**src/rtl/ula_multicycle_ctrl.sv**
```systemverilog
// Multicycle control unit for the MIPS-subset datapath.
// Moore FSM that drives the ALU operation, the datapath mux selects and the
// write enables. PCEn is the single Mealy output: it folds the ALU zero flag
// into the PC load during a conditional branch.
module ula_multicycle_ctrl #(
  parameter logic [3:0] RESET_STATE = 4'd0
) (
  input  logic       clk,
  input  logic       rst_n,
  input  logic [5:0] op,
  input  logic [5:0] funct,
  input  logic       Z,
  output logic [2:0] ULAcontrol,
  output logic       ALUSrcA,
  output logic [1:0] ALUSrcB,
  output logic [1:0] PCSrc,
  output logic       IorD,
  output logic       IRWrite,
  output logic       MemWrite,
  output logic       RegWrite,
  output logic       RegDst,
  output logic       MemtoReg,
  output logic       PCEn,
  output logic [3:0] state
);

  typedef enum logic [3:0] {
    FETCH  = 4'd0,
    DECODE = 4'd1,
    MEMADR = 4'd2,
    MEMRD  = 4'd3,
    MEMWB  = 4'd4,
    MEMWR  = 4'd5,
    EXEC   = 4'd6,
    ALUWB  = 4'd7,
    BRANCH = 4'd8,
    ADDIEX = 4'd9,
    ADDIWB = 4'd10,
    JUMP   = 4'd11
  } state_t;

  // Opcode values recognised in DECODE.
  localparam logic [5:0] OP_RTYPE = 6'b000000;
  localparam logic [5:0] OP_LW    = 6'b100011;
  localparam logic [5:0] OP_SW    = 6'b101011;
  localparam logic [5:0] OP_BEQ   = 6'b000100;
  localparam logic [5:0] OP_ADDI  = 6'b001000;
  localparam logic [5:0] OP_J     = 6'b000010;

  // R-type function codes.
  localparam logic [5:0] FN_ADD = 6'b100000;
  localparam logic [5:0] FN_SUB = 6'b100010;
  localparam logic [5:0] FN_AND = 6'b100100;
  localparam logic [5:0] FN_OR  = 6'b100101;
  localparam logic [5:0] FN_XOR = 6'b100110;
  localparam logic [5:0] FN_SLT = 6'b101010;

  // ALU operation codes.
  localparam logic [2:0] ULA_ADD = 3'b000;
  localparam logic [2:0] ULA_SUB = 3'b001;
  localparam logic [2:0] ULA_AND = 3'b010;
  localparam logic [2:0] ULA_OR  = 3'b011;
  localparam logic [2:0] ULA_XOR = 3'b100;
  localparam logic [2:0] ULA_SLT = 3'b101;

  state_t state_q;
  state_t state_d;

  // Raw Moore outputs before reset gating.
  logic [2:0] ula_c;
  logic       src_a_c;
  logic [1:0] src_b_c;
  logic [1:0] pc_src_c;
  logic       iord_c;
  logic       ir_write_c;
  logic       mem_write_c;
  logic       reg_write_c;
  logic       reg_dst_c;
  logic       mem_to_reg_c;
  logic       pc_write_c;
  logic       branch_c;

  // True when funct names an R-type operation this datapath can execute.
  function automatic logic funct_supported(input logic [5:0] f);
    case (f)
      FN_ADD, FN_SUB, FN_AND, FN_OR, FN_XOR, FN_SLT: funct_supported = 1'b1;
      default:                                       funct_supported = 1'b0;
    endcase
  endfunction

  // Maps an R-type funct to its ALU operation; unknown codes fall back to add.
  function automatic logic [2:0] funct_to_ula(input logic [5:0] f);
    case (f)
      FN_ADD:  funct_to_ula = ULA_ADD;
      FN_SUB:  funct_to_ula = ULA_SUB;
      FN_AND:  funct_to_ula = ULA_AND;
      FN_OR:   funct_to_ula = ULA_OR;
      FN_XOR:  funct_to_ula = ULA_XOR;
      FN_SLT:  funct_to_ula = ULA_SLT;
      default: funct_to_ula = ULA_ADD;
    endcase
  endfunction

  // State register; reset lands in FETCH immediately, without waiting for clk.
  always_ff @(posedge clk or negedge rst_n) begin
    // NOTE: non-blocking assignment so every flop samples pre-edge values.
    if (!rst_n) state_q <= state_t'(RESET_STATE);
    else        state_q <= state_d;
  end

  // Next-state logic and raw Moore outputs for the current state.
  always_comb begin
    // NOTE: every output gets a default first so no path infers a latch.
    state_d      = FETCH;
    ula_c        = ULA_ADD;
    src_a_c      = 1'b0;
    src_b_c      = 2'b00;
    pc_src_c     = 2'b00;
    iord_c       = 1'b0;
    ir_write_c   = 1'b0;
    mem_write_c  = 1'b0;
    reg_write_c  = 1'b0;
    reg_dst_c    = 1'b0;
    mem_to_reg_c = 1'b0;
    pc_write_c   = 1'b0;
    branch_c     = 1'b0;

    case (state_q)
      FETCH: begin
        ir_write_c = 1'b1;
        src_b_c    = 2'b01;
        pc_write_c = 1'b1;
        state_d    = DECODE;
      end
      DECODE: begin
        // Precompute the branch target while the opcode is decoded.
        src_b_c = 2'b11;
        case (op)
          OP_LW, OP_SW: state_d = MEMADR;
          OP_RTYPE:     state_d = funct_supported(funct) ? EXEC : FETCH;
          OP_BEQ:       state_d = BRANCH;
          OP_ADDI:      state_d = ADDIEX;
          OP_J:         state_d = JUMP;
          default:      state_d = FETCH;
        endcase
      end
      MEMADR: begin
        src_a_c = 1'b1;
        src_b_c = 2'b10;
        state_d = (op == OP_LW) ? MEMRD : MEMWR;
      end
      MEMRD: begin
        iord_c  = 1'b1;
        state_d = MEMWB;
      end
      MEMWB: begin
        mem_to_reg_c = 1'b1;
        reg_write_c  = 1'b1;
        state_d      = FETCH;
      end
      MEMWR: begin
        iord_c      = 1'b1;
        mem_write_c = 1'b1;
        state_d     = FETCH;
      end
      EXEC: begin
        src_a_c = 1'b1;
        ula_c   = funct_to_ula(funct);
        state_d = ALUWB;
      end
      ALUWB: begin
        reg_dst_c   = 1'b1;
        reg_write_c = 1'b1;
        state_d     = FETCH;
      end
      BRANCH: begin
        src_a_c  = 1'b1;
        ula_c    = ULA_SUB;
        pc_src_c = 2'b01;
        branch_c = 1'b1;
        state_d  = FETCH;
      end
      ADDIEX: begin
        src_a_c = 1'b1;
        src_b_c = 2'b10;
        state_d = ADDIWB;
      end
      ADDIWB: begin
        reg_write_c = 1'b1;
        state_d     = FETCH;
      end
      JUMP: begin
        pc_src_c   = 2'b10;
        pc_write_c = 1'b1;
        state_d    = FETCH;
      end
      default: state_d = FETCH;  // encodings 12-15 recover through FETCH
    endcase
  end

  // Output stage: while reset is held nothing is selected or written, even
  // though the state register already shows FETCH.
  always_comb begin
    ULAcontrol = 3'b000;
    ALUSrcA    = 1'b0;
    ALUSrcB    = 2'b00;
    PCSrc      = 2'b00;
    IorD       = 1'b0;
    IRWrite    = 1'b0;
    MemWrite   = 1'b0;
    RegWrite   = 1'b0;
    RegDst     = 1'b0;
    MemtoReg   = 1'b0;
    PCEn       = 1'b0;
    if (rst_n) begin
      ULAcontrol = ula_c;
      ALUSrcA    = src_a_c;
      ALUSrcB    = src_b_c;
      PCSrc      = pc_src_c;
      IorD       = iord_c;
      IRWrite    = ir_write_c;
      MemWrite   = mem_write_c;
      RegWrite   = reg_write_c;
      RegDst     = reg_dst_c;
      MemtoReg   = mem_to_reg_c;
      // Z only matters while Branch is raised, i.e. in BRANCH.
      PCEn       = pc_write_c | (branch_c & Z);
    end
  end

  assign state = state_q;

endmodule

```
**config.mk**
```make
export PLATFORM = sky130hd
export DESIGN_NAME = ula_multicycle_ctrl
export DESIGN_NICKNAME = d
export VERILOG_FILES = /design/src/rtl/ula_multicycle_ctrl.sv
export SDC_FILE = /design/constraint.sdc
export NUM_CORES = 1
export LEC_CHECK = 0
export CAP_MARGIN = 5
export CORE_AREA = 2 2 39 41
export DETAILED_ROUTE_END_ITERATION = 8
export DIE_AREA = 0 0 41 43
export DONT_BUFFER_PORTS = 1
export PLACE_DENSITY = 0.53
export SKIP_LAST_GASP = 1
export SLEW_MARGIN = 10
export SYNTH_ARGS = -nofsm -noshare
export SYNTH_HDL_FRONTEND = slang
export SYNTH_SLANG_ARGS = --single-unit
```
**constraint.sdc**
```tcl
create_clock -name clk -period 1.4 [get_ports clk]
set_input_delay 0.28 -clock clk [delete_from_list [all_inputs] [get_ports clk]]
set_output_delay 0.28 -clock clk [all_outputs]
set_load 0.005 [all_outputs]
```
Word level (Yosys, flattened, before mapping)
Cells that the tools add are included.
{"block": "word_totals", "in_bits": 15, "out_inout_bits": 19, "word_cells": 65, "ff_bits": 4}
{"block": "classes", "bitwise_logic": 2, "n_reduce_logical": 9, "n_mux": 31, "n_eq_ne": 22}
{"op": "$eq 6x6->1 const B", "count": 8}
{"op": "$pmux 4 s6", "count": 1}
{"op": "$mux 1", "count": 20}
{"op": "$pmux 4 s5", "count": 1}
{"op": "$eq 4x3->1 const B", "count": 4}
{"op": "$eq 4x4->1 const B", "count": 4}
{"op": "$pmux 3 s5", "count": 1}
{"op": "$mux 3", "count": 3}
{"op": "$eq 4x2->1 const B", "count": 2}
{"op": "$reduce_or 2->1", "count": 4}
{"op": "$eq 6x2->1 const B", "count": 1}
{"op": "$eq 6x3->1 const B", "count": 1}
{"op": "$eq 6x4->1 const B", "count": 1}
{"op": "$logic_not 6->1", "count": 1}
{"op": "$pmux 2 s3", "count": 1}
{"op": "$pmux 3 s2", "count": 1}
{"op": "$reduce_or 6->1", "count": 1}
{"op": "$eq 4x1->1 const B", "count": 1}
{"op": "$logic_not 4->1", "count": 1}
{"op": "$mux 2", "count": 2}
{"op": "$pmux 2 s2", "count": 1}
{"op": "$reduce_or 4->1", "count": 1}
{"op": "$reduce_or 3->1", "count": 1}
{"op": "$and 1x1->1", "count": 1}
{"op": "$or 1x1->1", "count": 1}

Depth between registers and ports, before layout
{"block": "depth", "depth_word": 8, "mapped_depth": 5, "depth_no_buf": 4}

Least setup slack after synthesis
Ideal clock, no wire load.
{"block": "synth_path", "path_type": "flip-flop to flip-flop", "startpoint": "reg state_q[3], in the netlist state[3]", "endpoint": "reg state_q[1], in the netlist state[1]", "n_path_buf": 0, "required_time_ps": 1296, "slack_ps": -146, "path_stages_with_launch": 5, "arrival_time_ps": 1442, "cell_sequence": "dfrtp_1 > or4_1 > nor4_2 > o2111ai_1 > o311ai_1"}
{"block": "synth_between", "elab_chain_cells": 2, "elab_cells_between_ends": 7, "cone_classes": "eq/ne (5); mux (1); reduce/logical (1)"}
{"item": "from (decl)", "line": "66", "rtl": "state_t state_q;"}
{"item": "from (signal assigned)", "line": "107", "rtl": "if (!rst_n) state_q <= state_t'(RESET_STATE);"}
{"item": "from (signal assigned)", "line": "108", "rtl": "else state_q <= state_d;"}
{"item": "$eq 4x4->1 (tied with other cells)", "line": "128", "rtl": "case (state_q)"}
{"item": "$pmux 4 s6 (*)", "line": "128"}
{"item": "named net state_d[1]", "line": "67", "rtl": "state_t state_d;"}
Mark *: on every way through the listed nets, which the timed path passes. The rest lies on a longest branch.

Final worst setup path
{"block": "layout_path", "startpoint": "reg state_q[3], in the netlist state[3]", "endpoint": "out ULAcontrol[0]"}
{"block": "layout_between", "elab_chain_cells": 3, "elab_cells_between_ends": 4, "cone_classes": "eq/ne (2); mux (2)"}
{"item": "$eq 4x4->1 or $eq 4x3->1 (tied branches)", "line": "128"}
{"item": "$pmux 3 s2 (*)", "line": "128"}
{"item": "$mux 3 (*)", "line": "215", "rtl": "if (rst_n) begin"}
{"item": "to (decl)", "line": "13", "rtl": "output logic [2:0] ULAcontrol,"}
Every way passes the cells marked *; elsewhere a longest branch is shown, timed or not.

==> flow_metrics.tcl <==
set metrics [dict create \
    drc 0 \
    grt_pass1_vias 679 \
    fin_crit_sh_pct 118 \
    setup_slack_ps -252 \
    critPathLaunchType "flop" \
    floorplan.initialDensity_pct 37.3 \
    synth_area_leaders "dfrtp_1, nor3_1, nor2_1" \
    clock_latency_ps 240 \
    gp_congestion 0.807 \
    synth_area_um2 517 \
    grtUsageTotal_pct 24.8 \
    holdWs_ps 232 \
    fp.dieW_um 41 \
    synth_common_cells "nor2_1, nand2_1, nor3_1" \
    via_per_inst 5.83 \
    die_area_um2 1760 \
    synth-edff-count 0 \
    htreeDepth 1 \
    hp-class "input port to flop" \
    rsz0062_at_grt "yes" \
    pwr-share-seq_pct 19.9 \
    diodes 0 \
    final-instance-count-excl-fill 121 \
    cts_made_buffers 3 \
    ys_types 33 \
    largest_reg_flops 4 \
    end_kind "output port" \
    slew_violations 0 \
    cp.required_ps 1120 \
    crit_fanout 4 \
    cpPeakStageDelay_ps 360 \
    power_leakage_uw 0.000372 \
    yosysTopAreaCell "dfrtp_1" \
    max-clock-path-buffers 2 \
    arrival_ps 1370 \
    synthToLayoutAreaGrowth_pct 90.1 \
    yosysWarnings 0 \
    grt_pass1_wl_um 2990 \
    slowest_stage "dfrtp_2" \
    switching_share_pct 42.2 \
    worst_pin_slew_ps 356 \
    syn-instance-count 76 \
    fin_setup_tns_ps -3030 \
    vdd_drop_max_v 0.000912 \
    power_density_nw_per_um2 995 \
    final_hold_viol_count 0 \
    cts-root-buf "clkbuf_4" \
    pwr-share-clk_pct 14.7 \
    rows 14 \
    async_flop_share_pct 100 \
    syn_nets 91 \
    worstSetupPathType "flop to output port" \
    combPwrFrac_pct 65.4 \
    hpwl_um 1130 \
    synth_flop_cell "dfrtp_1" \
    multi_input_area_um2 566 \
    max_cap_viol_count 0 \
    drtIter0Drc 11 \
    fin_nets 122 \
    crit_chain "buf_6, buf_4, nor2b_4, nand2_2, nor3_4, o21bai_4" \
    dp_cells 105 \
    path_clk_slew_ps 40 \
    fmax_ghz 0.605 \
    drive_gt1_share_pct 58.1 \
    ys_seq_area_share_pct 19.4 \
    outcome "finished, violations left" \
    grt_overflow_total 0 \
    port-buffer-count 0 \
    syn_area_per_cell_um2 6.80 \
    vias 705 \
    violations "setup timing" \
    yosysMostFrequentCell "nor2_1" \
    switchingPower_uw 412 \
    antenna_found_initial 0 \
    place_ws_ps -155 \
    power.internal_uw 565 \
    routed_wl_um 2050 \
    cts_tree "yes" \
    period_needed_ps 1650 \
    core_area_um2 1380 \
    regArea_um2 103 \
    num_io_pins 34 \
    total_power_uw 977 \
    routedWlPerCell_um 17.0 \
    grt_max_degree 10 \
    synth_top_area_share_pct 19.4 \
    ant_nets 0 \
    fillers 113 \
    setup_viol 18 \
    finClkSkew_ps 6.20 \
    clkSinkCount 4 \
    fp.dieH_um 43 \
    first_pass_iters 4 \
    synth_seq_cells 4 \
    relSlewSlack_pct 76.2 \
]
==> cell usage in the layout (no fill, tap or decap), types with 2 or more instances in the layout <==
master / instances
o21ai_0: 2
dfrtp_2: 2
xnor2_1: 2
buf_6: 7
nor2b_1: 2
nor2b_4: 2
dfrtp_1: 2
buf_4: 21
nor2_1: 6
nor2_4: 2
xor2_1: 2
nand2_1: 4
nand2b_1: 3
nor3_4: 3
clkbuf_4: 3
nand2_2: 2
nor4_4: 2
a21oi_2: 2
o21ai_1: 3
a21oi_1: 3
nor3_2: 3
nor3b_2: 2
==> logic make-up after synthesis <==
logic type                synth area share [%]
buffers and inverters                     4.60
DFF                                       19.4
and+or+nand+nor                           47.5
AOI/OAI and AO/OA                         21.8
xor gates and xnor gates                  6.78
==> routing by layer <==
metal  up-vias  GRT usage (%)  part of all wire, %
met1       345           30.1                   39
met4         0           5.33                  1.0
met2        23           40.6                   54
met3         2           8.38                  5.9
li1        335              -                    -
met5         -              0                    0
==> power groups by stage <==
stage	sequential (uW)	clock, uW	combinational (uW)
floorplan	172	0	243
global placement	183	0	415
detailed placement	182	0	414
CTS	189	144	556
global route	196	156	685
finish	194	143	639
==> cell type report <==
cell class / instances / area share (%)
Multi-Input combinational cell: 66 / 57.6
Timing Repair Buffer: 30 / 26.6
Sequential cell: 4 / 10.4
Clock buffer: 3 / 2.29
Tap cell: 16 / 2.04
Inverter: 2 / 1.02
==> critical path: cells and delay by family, from the launching register on <==
kind	cells	cell delay, ps
DFF	1	360
AOI/OAI and AO/OA	1	150
buffers and inverters	2	220
and+or+nand+nor	3	410
==> worst paths after layout <==
check	startpoint	end	slack, ps	cells past startpoint
worst max-delay path	state[3]$_DFF_PN0_	ULAcontrol[0]	-250	6
worst min-delay path	op[2]	state[2]$_DFF_PN0_	230	3
worst max register to register	state[3]$_DFF_PN0_	state[1]$_DFF_PN0_	-190	5
worst min register to register	state[2]$_DFF_PN0_	state[1]$_DFF_PN0_	760	2
max in group asynchronous	rst_n	state[3]$_DFF_PN0_	870	1
min in group asynchronous	rst_n	state[1]$_DFF_PN0_	320	1
==> through the flow <==
stage / instance area, um^2 / util (%)
detailed placement: 669 / 48.4
global placement: 669 / 48.4
CTS: 883 / 63.8
global route: 982 / 71.0
finish: 982 / 71.0
floorplan: 539 / -
==> timing repair <==
action | CTS | global route
endpoints found under the setup margin | 18 | 19
gates resized for setup | 30 | 12
pin swaps | 12 | 11
gates cloned | 0 | 0
hold buffers | 1 | 0
buffers inserted | 7 | 5
hold endpoints to repair | 4 | 0
Note: power is estimated with default switching activity, not from simulation.
